File: src/rtl/seq_core_mc.sv
// seq_core_mc: multi-cycle 16-bit-ISA core with RUN/MEM/HALT FSM and mem_ready-handshaked LOAD/STORE.
// Optional shift opcodes are enabled by defining SEQ_CORE_SHIFT_EN; without it they decode as NOP.
module seq_core_mc #(
    parameter int A_SIZE = 10,
    parameter int D_SIZE = 32
) (
    input  logic              clk,
    input  logic              rst,
    output logic [A_SIZE-1:0] pc,
    input  logic [15:0]       instruction,
    output logic              read,
    output logic              write,
    output logic [A_SIZE-1:0] address,
    input  logic [D_SIZE-1:0] data_in,
    output logic [D_SIZE-1:0] data_out,
    input  logic              mem_ready,
    output logic              halted
);
    typedef enum logic [1:0] {S_RUN = 2'd0, S_MEM = 2'd1, S_HALT = 2'd2} state_t;
    state_t            r_state;
    state_t            w_next;
    logic [D_SIZE-1:0] r_regs [8];
    logic [A_SIZE-1:0] r_pc;
    logic [A_SIZE-1:0] r_address;
    logic [D_SIZE-1:0] r_data_out;
    logic              r_read;
    logic              r_write;
    logic [2:0]        r_ld_dst;
    logic [6:0]        w_op7;
    logic [4:0]        w_op5;
    logic [3:0]        w_op4;
    logic [D_SIZE-1:0] w_a;
    logic [D_SIZE-1:0] w_b;
    logic [D_SIZE-1:0] w_c;
    logic [D_SIZE-1:0] w_hi;
    logic [A_SIZE-1:0] w_rel;
    logic              w_taken;
    logic [A_SIZE-1:0] w_pc_next;
    logic              w_wr_en;
    logic [2:0]        w_wr_dst;
    logic [D_SIZE-1:0] w_wr_val;
    logic              w_load;
    logic              w_store;
    logic              w_halt;
    assign w_op7   = instruction[15:9];
    assign w_op5   = instruction[15:11];
    assign w_op4   = instruction[15:12];
    assign w_a     = r_regs[instruction[5:3]];
    assign w_b     = r_regs[instruction[2:0]];
    assign w_c     = r_regs[instruction[8:6]];
    assign w_hi    = r_regs[instruction[10:8]];
    assign w_rel   = A_SIZE'($signed(instruction[5:0]));
    assign w_taken = instruction[11] ? 1'b0 :
                     instruction[10] ? (instruction[9] ? |w_c : ~|w_c) :
                                       (instruction[9] ? ~w_c[D_SIZE-1] : w_c[D_SIZE-1]);
    assign pc       = r_pc;
    assign read     = r_read;
    assign write    = r_write;
    assign address  = r_address;
    assign data_out = r_data_out;
    assign halted   = (r_state == S_HALT);
    // Decode the current instruction into next pc, register write-back and memory-request intent.
    always_comb begin
        w_pc_next = r_pc + 1'b1;
        w_wr_en   = 1'b0;
        w_wr_dst  = instruction[8:6];
        w_wr_val  = '0;
        w_load    = 1'b0;
        w_store   = 1'b0;
        w_halt    = 1'b0;
        if (instruction == 16'hFFFF) begin
            w_halt    = 1'b1;
            w_pc_next = r_pc;
        end else if (w_op4 == 4'b1000) begin
            w_pc_next = w_b[A_SIZE-1:0];
        end else if (w_op4 == 4'b1001) begin
            w_pc_next = r_pc + w_rel;
        end else if (w_op4 == 4'b1010) begin
            w_pc_next = w_taken ? w_b[A_SIZE-1:0] : r_pc + 1'b1;
        end else if (w_op4 == 4'b1011) begin
            w_pc_next = w_taken ? r_pc + w_rel : r_pc + 1'b1;
        end else if (w_op5 == 5'b00101) begin
            w_wr_en  = 1'b1;
            w_wr_dst = instruction[10:8];
            w_wr_val = D_SIZE'(instruction[7:0]);
        end else if (w_op5 == 5'b00100) begin
            w_load    = 1'b1;
            w_pc_next = r_pc;
        end else if (w_op5 == 5'b00110) begin
            w_store   = 1'b1;
            w_pc_next = r_pc;
        end else begin
            w_wr_en = 1'b1;
            case (w_op7)
                7'b0000001: w_wr_val = w_a + w_b;
                7'b0000011: w_wr_val = w_a - w_b;
                7'b0000101: w_wr_val = w_a & w_b;
                7'b0000110: w_wr_val = w_a | w_b;
                7'b0000111: w_wr_val = w_a ^ w_b;
                7'b0001000: w_wr_val = ~(w_a & w_b);
                7'b0001001: w_wr_val = ~(w_a | w_b);
                7'b0001010: w_wr_val = ~(w_a ^ w_b);
`ifdef SEQ_CORE_SHIFT_EN
                7'b0001011: w_wr_val = w_c >> instruction[5:0];
                7'b0001100: w_wr_val = $signed(w_c) >>> instruction[5:0];
                7'b0001101: w_wr_val = w_c << instruction[5:0];
`endif
                default:    w_wr_en = 1'b0;
            endcase
        end
    end
    // Next FSM state: RUN dispatches, MEM waits for mem_ready, HALT holds until reset.
    always_comb begin
        w_next = r_state;
        case (r_state)
            S_RUN:   w_next = w_halt ? S_HALT : (w_load | w_store) ? S_MEM : S_RUN;
            S_MEM:   w_next = mem_ready ? S_RUN : S_MEM;
            default: w_next = S_HALT;
        endcase
    end
    // FSM state register.
    always_ff @(posedge clk) begin
        if (!rst) r_state <= S_RUN;
        else      r_state <= w_next;
    end
    // Datapath: register file, pc and memory-request registers; reset aborts any pending access.
    always_ff @(posedge clk) begin
        if (!rst) begin
            for (int i = 0; i < 8; i++) r_regs[i] <= '0;
            r_pc       <= '0;
            r_address  <= '0;
            r_data_out <= '0;
            r_read     <= 1'b0;
            r_write    <= 1'b0;
            r_ld_dst   <= '0;
        end else if (r_state == S_RUN) begin
            r_pc <= w_pc_next;
            if (w_wr_en) r_regs[w_wr_dst] <= w_wr_val;
            if (w_load) begin
                r_address <= w_b[A_SIZE-1:0];
                r_read    <= 1'b1;
                r_ld_dst  <= instruction[10:8];
            end
            if (w_store) begin
                r_address  <= w_hi[A_SIZE-1:0];
                r_data_out <= w_b;
                r_write    <= 1'b1;
            end
        end else if (r_state == S_MEM && mem_ready) begin
            if (r_read) r_regs[r_ld_dst] <= data_in;
            r_read  <= 1'b0;
            r_write <= 1'b0;
            r_pc    <= r_pc + 1'b1;
        end
    end
endmodule

File: config.mk
export PLATFORM = sky130hd
export DESIGN_NAME = seq_core_mc
export DESIGN_NICKNAME = d
export VERILOG_FILES = /design/src/rtl/seq_core_mc.sv
export SDC_FILE = /design/constraint.sdc
export NUM_CORES = 1
export LEC_CHECK = 0
export CORE_ASPECT_RATIO = 0.6
export CORE_UTILIZATION = 62
export DETAILED_ROUTE_END_ITERATION = 7
export PLACE_DENSITY = 0.82
export SETUP_SLACK_MARGIN = 0.4
export SKIP_LAST_GASP = 1
export SYNTH_ARGS = -nofsm -noshare
export SYNTH_HDL_FRONTEND = slang
export SYNTH_SLANG_ARGS = --single-unit
export TNS_END_PERCENT = 20
File: constraint.sdc
create_clock -name clk -period 7.3 [get_ports clk]
set_clock_uncertainty 0.1 [all_clocks]
set_input_delay 0.73 -clock clk [delete_from_list [all_inputs] [get_ports clk]]
set_output_delay 0.73 -clock clk [all_outputs]
set_load 0.02 [all_outputs]
; Yosys cells after proc, flatten, opt, wreduce, memory -nomap -nowiden
; Memory sizes are Yosys's and may differ from the RTL's.
; Cells that the tools add are included.
[word_totals]
ff_bits = 59
mem_bits_rw = 256
out_inout_bits = 55
mem_count = 1
[op_classes]
n_addsub = 4
n_eq_ne = 23
muxes = 83
n_bitwise = 8
n_reduce_logical = 15
[memory_table]
columns = name, words, word_bits, rd, rd_ports_with_merged_regs, wr, line_no
row1 = r_regs, 8, 32, 4, 0, 8, 22  ; logic [D_SIZE-1:0] r_regs [8];
[op_table]
columns = operator, count
row1 = 32-bit two-way mux, 10
row2 = 32-bit one-hot mux with 8 select lines, 1
row3 = 10-bit two-way mux, 14
row4 = 32-bit inverter, 3
row5 = 32-bit OR reduction, 3
row6 = 1-bit two-way mux, 48
row7 = 32-bit adder, 1
row8 = 32-bit AND, 1
row9 = 32-bit bitwise OR, 1
row10 = 32-bit subtractor, 1
row11 = 32-bit bitwise XOR, 1
row12 = 3-bit two-way mux, 8
row13 = 7-bit by 3-bit == test with 1-bit output (second input constant), 3
row14 = 7-bit by 4-bit == test with 1-bit output (second input constant), 3
row15 = 16-bit == test (second input constant), 1
row16 = 4-bit == test (second input constant), 4
row17 = 5-bit by 3-bit == test with 1-bit output (second input constant), 3
row18 = 7-bit != test (second input constant), 2
row19 = 10-bit by 1-bit adder with 10-bit output (second input constant), 1
row20 = 10-bit adder, 1
row21 = 2-bit AND reduction, 5
row22 = 8-bit OR reduction, 1
row23 = 7-bit by 1-bit == test with 1-bit output (second input constant), 1
row24 = 7-bit by 2-bit == test with 1-bit output (second input constant), 1
row25 = 12 further kinds, 15

; Logic depth before layout (Yosys ltp)
[depth]
depth_word = 18
mapped_depth = 24

; Worst setup path after synthesis
; No wires, ideal clock.
[synth_path]
path_kind = input -> register
start = in instruction[3]
end = mem r_regs[0][28] (data pin)
arrival_ns = 5.196
slack_ns = 1.730
stages = 18
n_path_buf = 2
path_cell_list = buf_1 buf_1 mux4_2 mux2i_1 ha_1 inv_1 fa_1 a21o_1 a21o_1 a21oi_1 or4_1 a211oi_1 o211ai_1 a31oi_1 o21a_1 or3_1 a31oi_1 nor2_1
[synth_rtl]
columns = item, line_no
row1 = from (decl), 10  ; input logic [15:0] instruction,
row2 = to (decl), 22

==> qor.csv <==
stage,metric,value,unit
drt,Detailed Routing Iterations Pass 1,7,
drt,wire length per cell after detailed routing,32.0,um
drt,Routed WL,87500,um
cts,Max clock buf depth,3,
yosys,Synth async-reset ratio,0,%
critical_path,Startpoint Class,primary input,
yosys,syn avg cell area,10.5,um^2
finish,most frequent cells in the layout,"nor2_1, edfxtp_1, mux4_2",
placement,count of input and output buffers,105,
yosys,#FFs+latches synth,315,
cts,worst skew pair latency,0.63,ns
global_routing,GRT Max-Usage Layer,met2,
cts,# clock sinks,315,
yosys,Post-Syn Instances,2169,
pwr,logic gate share of total power,23.6,%
cts,"Setup Fix Bufs, Post-CTS",0,
die,Core Region,35600,um^2
die,Initial Util,64.0,%
global_routing,initial antenna violation count,3,
placement,DPL Wire Length,60600,um
pwr,sw frac,30.9,%
global_routing,first-pass GRT wire length,127000,um
cts,CTS tree,yes,
finish,Synth-to-Final Area Change,12.1,%
pwr,clock power share,34.5,%
cts,Root Buffer,clkbuf_16,
cts,cts hold-fix bufs,0,
sta,"Min Clock Period, post-route",6.53,ns
sta,worst-margin pin slew,1.26,ns
global_routing,met2 Track Usage GR,64.0,%
yosys,"Distinct cells, synth",88,
die,Die Wd,250,um
die,total die area,37600,um^2
sta,Hold Fails Final Rpt,0,
die,I/O pin cnt,106,
pwr,Internal,0.00342,W
yosys,Syn. warnings,0,
sta,Final Cycle Share,89.4,%
finish,layout cells sized above 1,15.1,%
drt,Via density,7.68,
pwr,Sequential Power Share,42.0,%
cts,H-tree depth,1,
finish,fin nets,2402,
global_routing,met3 usage,21.7,%
die,die height,151,um
sta,RSZ-0062 raised after global routing,false,
drt,ANT nets after route,0,
placement,Placed Area,24500,um^2
global_routing,M1 GR Usage,61.7,%
yosys,post-synth net total,2328,
critical_path,Worst EP arrival,6.77,ns
pwr,Cell Pwr Density,194,nW/um^2
drt,# DRC,0,
critical_path,Worst Path Max Fanout,25,
run,max-cap violations,0,
die,num rows,53,
pwr,Leak,9.77,nW
placement,GPL Wtd Cong,1.06,
cts,total CTS buffers,30,
yosys,"EDFF count, synth",256,
yosys,Post-synth top flop,edfxtp_1,
yosys,Synth area leaders,"edfxtp_1, mux4_2, ha_1",
global_routing,vias in the first global route,19717,
sta,Final Max Slew Viols,0,
drt,DR vias,20998,
sta,setup_tns,0,ns
finish,Reg area,8870,um^2
outcome,status,completed,
pwr,Psw,0.00153,W
finish,# diodes,0,
finish,area of the multi-input gates,13000,um^2
sta,worst rel slew slack,16.0,%
critical_path,Crit. End Element,flip-flop,
sta,Setup Viol. Count Final,0,
finish,Final Instance Area,25500,um^2
sta,FMAX,153,MHz
min_path,Hold Crit Class,flip-flop to flip-flop,
cts,# resized after CTS,0,
sta,hold_ws,0.373,ns
yosys,mapped cell area,22800,um^2
global_routing,grt total ovfl,0,
global_routing,pin count of the biggest net entering global routing,73,
pwr,Max VDD drop,214,uV
drt,DR iter-0 viols,3929,
critical_path,Setup CP Type,primary input to flip-flop,
yosys,top-area cell type share of the netlist area,33.7,%
global_routing,GR Util All Layers,46.4,%
yosys,Yosys top cell by area,edfxtp_1,
yosys,sequential element share of the synthesized area,38.9,%
finish,"commonest non-fill, non-tap cell in the layout",nor2_1,
critical_path,Worst EP required,7.54,ns
finish,fillers,2583,
cts,Worst-path clk slew,0.07,ns
[critical path: stages]
cell and delay, ns:
buf_4 0.43, buf_4 0.28, mux4_2 0.54, mux2i_2 0.16, buf_4 0.18, and2_1 0.15
nand3_1 0.10, nor2_1 0.22, nand2_1 0.27, o21ai_0 0.32, xnor2_1 0.12, ha_1 0.38
and3_1 0.23, nand4_1 0.10, a211oi_1 0.48, o21bai_1 0.21, o211a_1 0.29, nor4_1 0.62
a31oi_1 0.22, o21ai_1 0.16, nor3b_4 0.49, nor2_2 0.04
[cell usage after synthesis, types with 9 or more instances]
master	n
nor2_1	343
edfxtp_1	256
mux4_2	144
nand2_1	142
a21oi_1	114
ha_1	106
clkbuf_1	103
inv_1	77
mux2i_1	60
dfxtp_1	59
xnor2_1	51
nor3_1	45
nor4_1	45
o21ai_0	45
nand3_1	34
o211a_1	34
a22o_1	33
nor2b_1	31
o22ai_1	27
o21ai_1	24
a211oi_1	23
buf_1	23
o211ai_1	20
a21o_1	19
a22oi_1	18
and3_1	18
nand4_1	18
xor2_1	16
a221oi_1	15
buf_2	15
mux2i_2	15
a31oi_1	13
o221ai_1	11
and2_1	9
[power by group through the flow]
stage	logic [W]	clock network (W)	registers (W)
after global placement	0.00108	0	0.00210
after detailed placement	0.00111	0	0.00211
final	0.00117	0.00171	0.00208
after CTS	0.00112	0.00169	0.00207
after floorplan	0.000746	0	0.00209
after global routing	0.00122	0.00176	0.00208
[registers in the layout (all words and copies together), names as in the netlist]
| name | flops |
|---|---|
| address | 10 |
| pc | 10 |
| write | 1 |
| r_state | 2 |
| read | 1 |
| data_out | 32 |
| r_ld_dst | 3 |
| r_regs | 256 |
[cell families (layout without fill, tap and decap cells)]
logic type      count (synthesis)  in the layout  share of synthesized area, %
fa+ha+maj                     108            108                          5.99
compound gates                462            462                          14.0
simple gates                  755            755                          15.5
flops                         315            315                          38.9
xor+xnor                       67             67                          2.57
mux                           232            232                          18.8
buf+inv                       230            327                          4.14
[cell type report]
class                   instances  share of cell area (%)
clock buffers                  32                    2.97
clock inverters                23                    1.09
inverters                      81                    1.19
multi-input cells            1624                    51.0
flip-flops and latches        315                    34.7
well taps                     467                    2.29
repair buffers                191                    6.77
[worst paths after layout]
check | slack, ns | endpoint | startpoint | depth (start not counted)
setup / recovery | 0.77 | r_regs[7][31] | instruction[0] | 22
hold / removal | 0.37 | r_ld_dst[1] | r_ld_dst[1] | 2
setup reg to reg | 0.92 | r_regs[7][31] | r_regs[2][6] | 18
hold reg to reg | 0.37 | r_ld_dst[1] | r_ld_dst[1] | 2
[layer usage]
layer | vias up | routed length [um]
met1 | 9967 | 30600
met2 | 2226 | 34500
li1 | 8420 | -
met4 | 10 | 5080
met3 | 375 | 17200
met5 | - | 125
[through the flow]
step / power [W] / util [%] / setup slack, ns / instances
final: 0.00496 / 71.7 / 0.771 / 2733
after global routing: 0.00506 / 71.7 / 0.516 / 2733
after CTS: 0.00488 / 71.7 / 1.01 / 2733
after detailed placement: 0.00322 / 68.8 / 0.390 / 2678
after global placement: 0.00319 / 68.8 / 0.588 / 2678
after floorplan: 0.00284 / - / 1.73 / 2169
(Power assumes the default switching activity.)
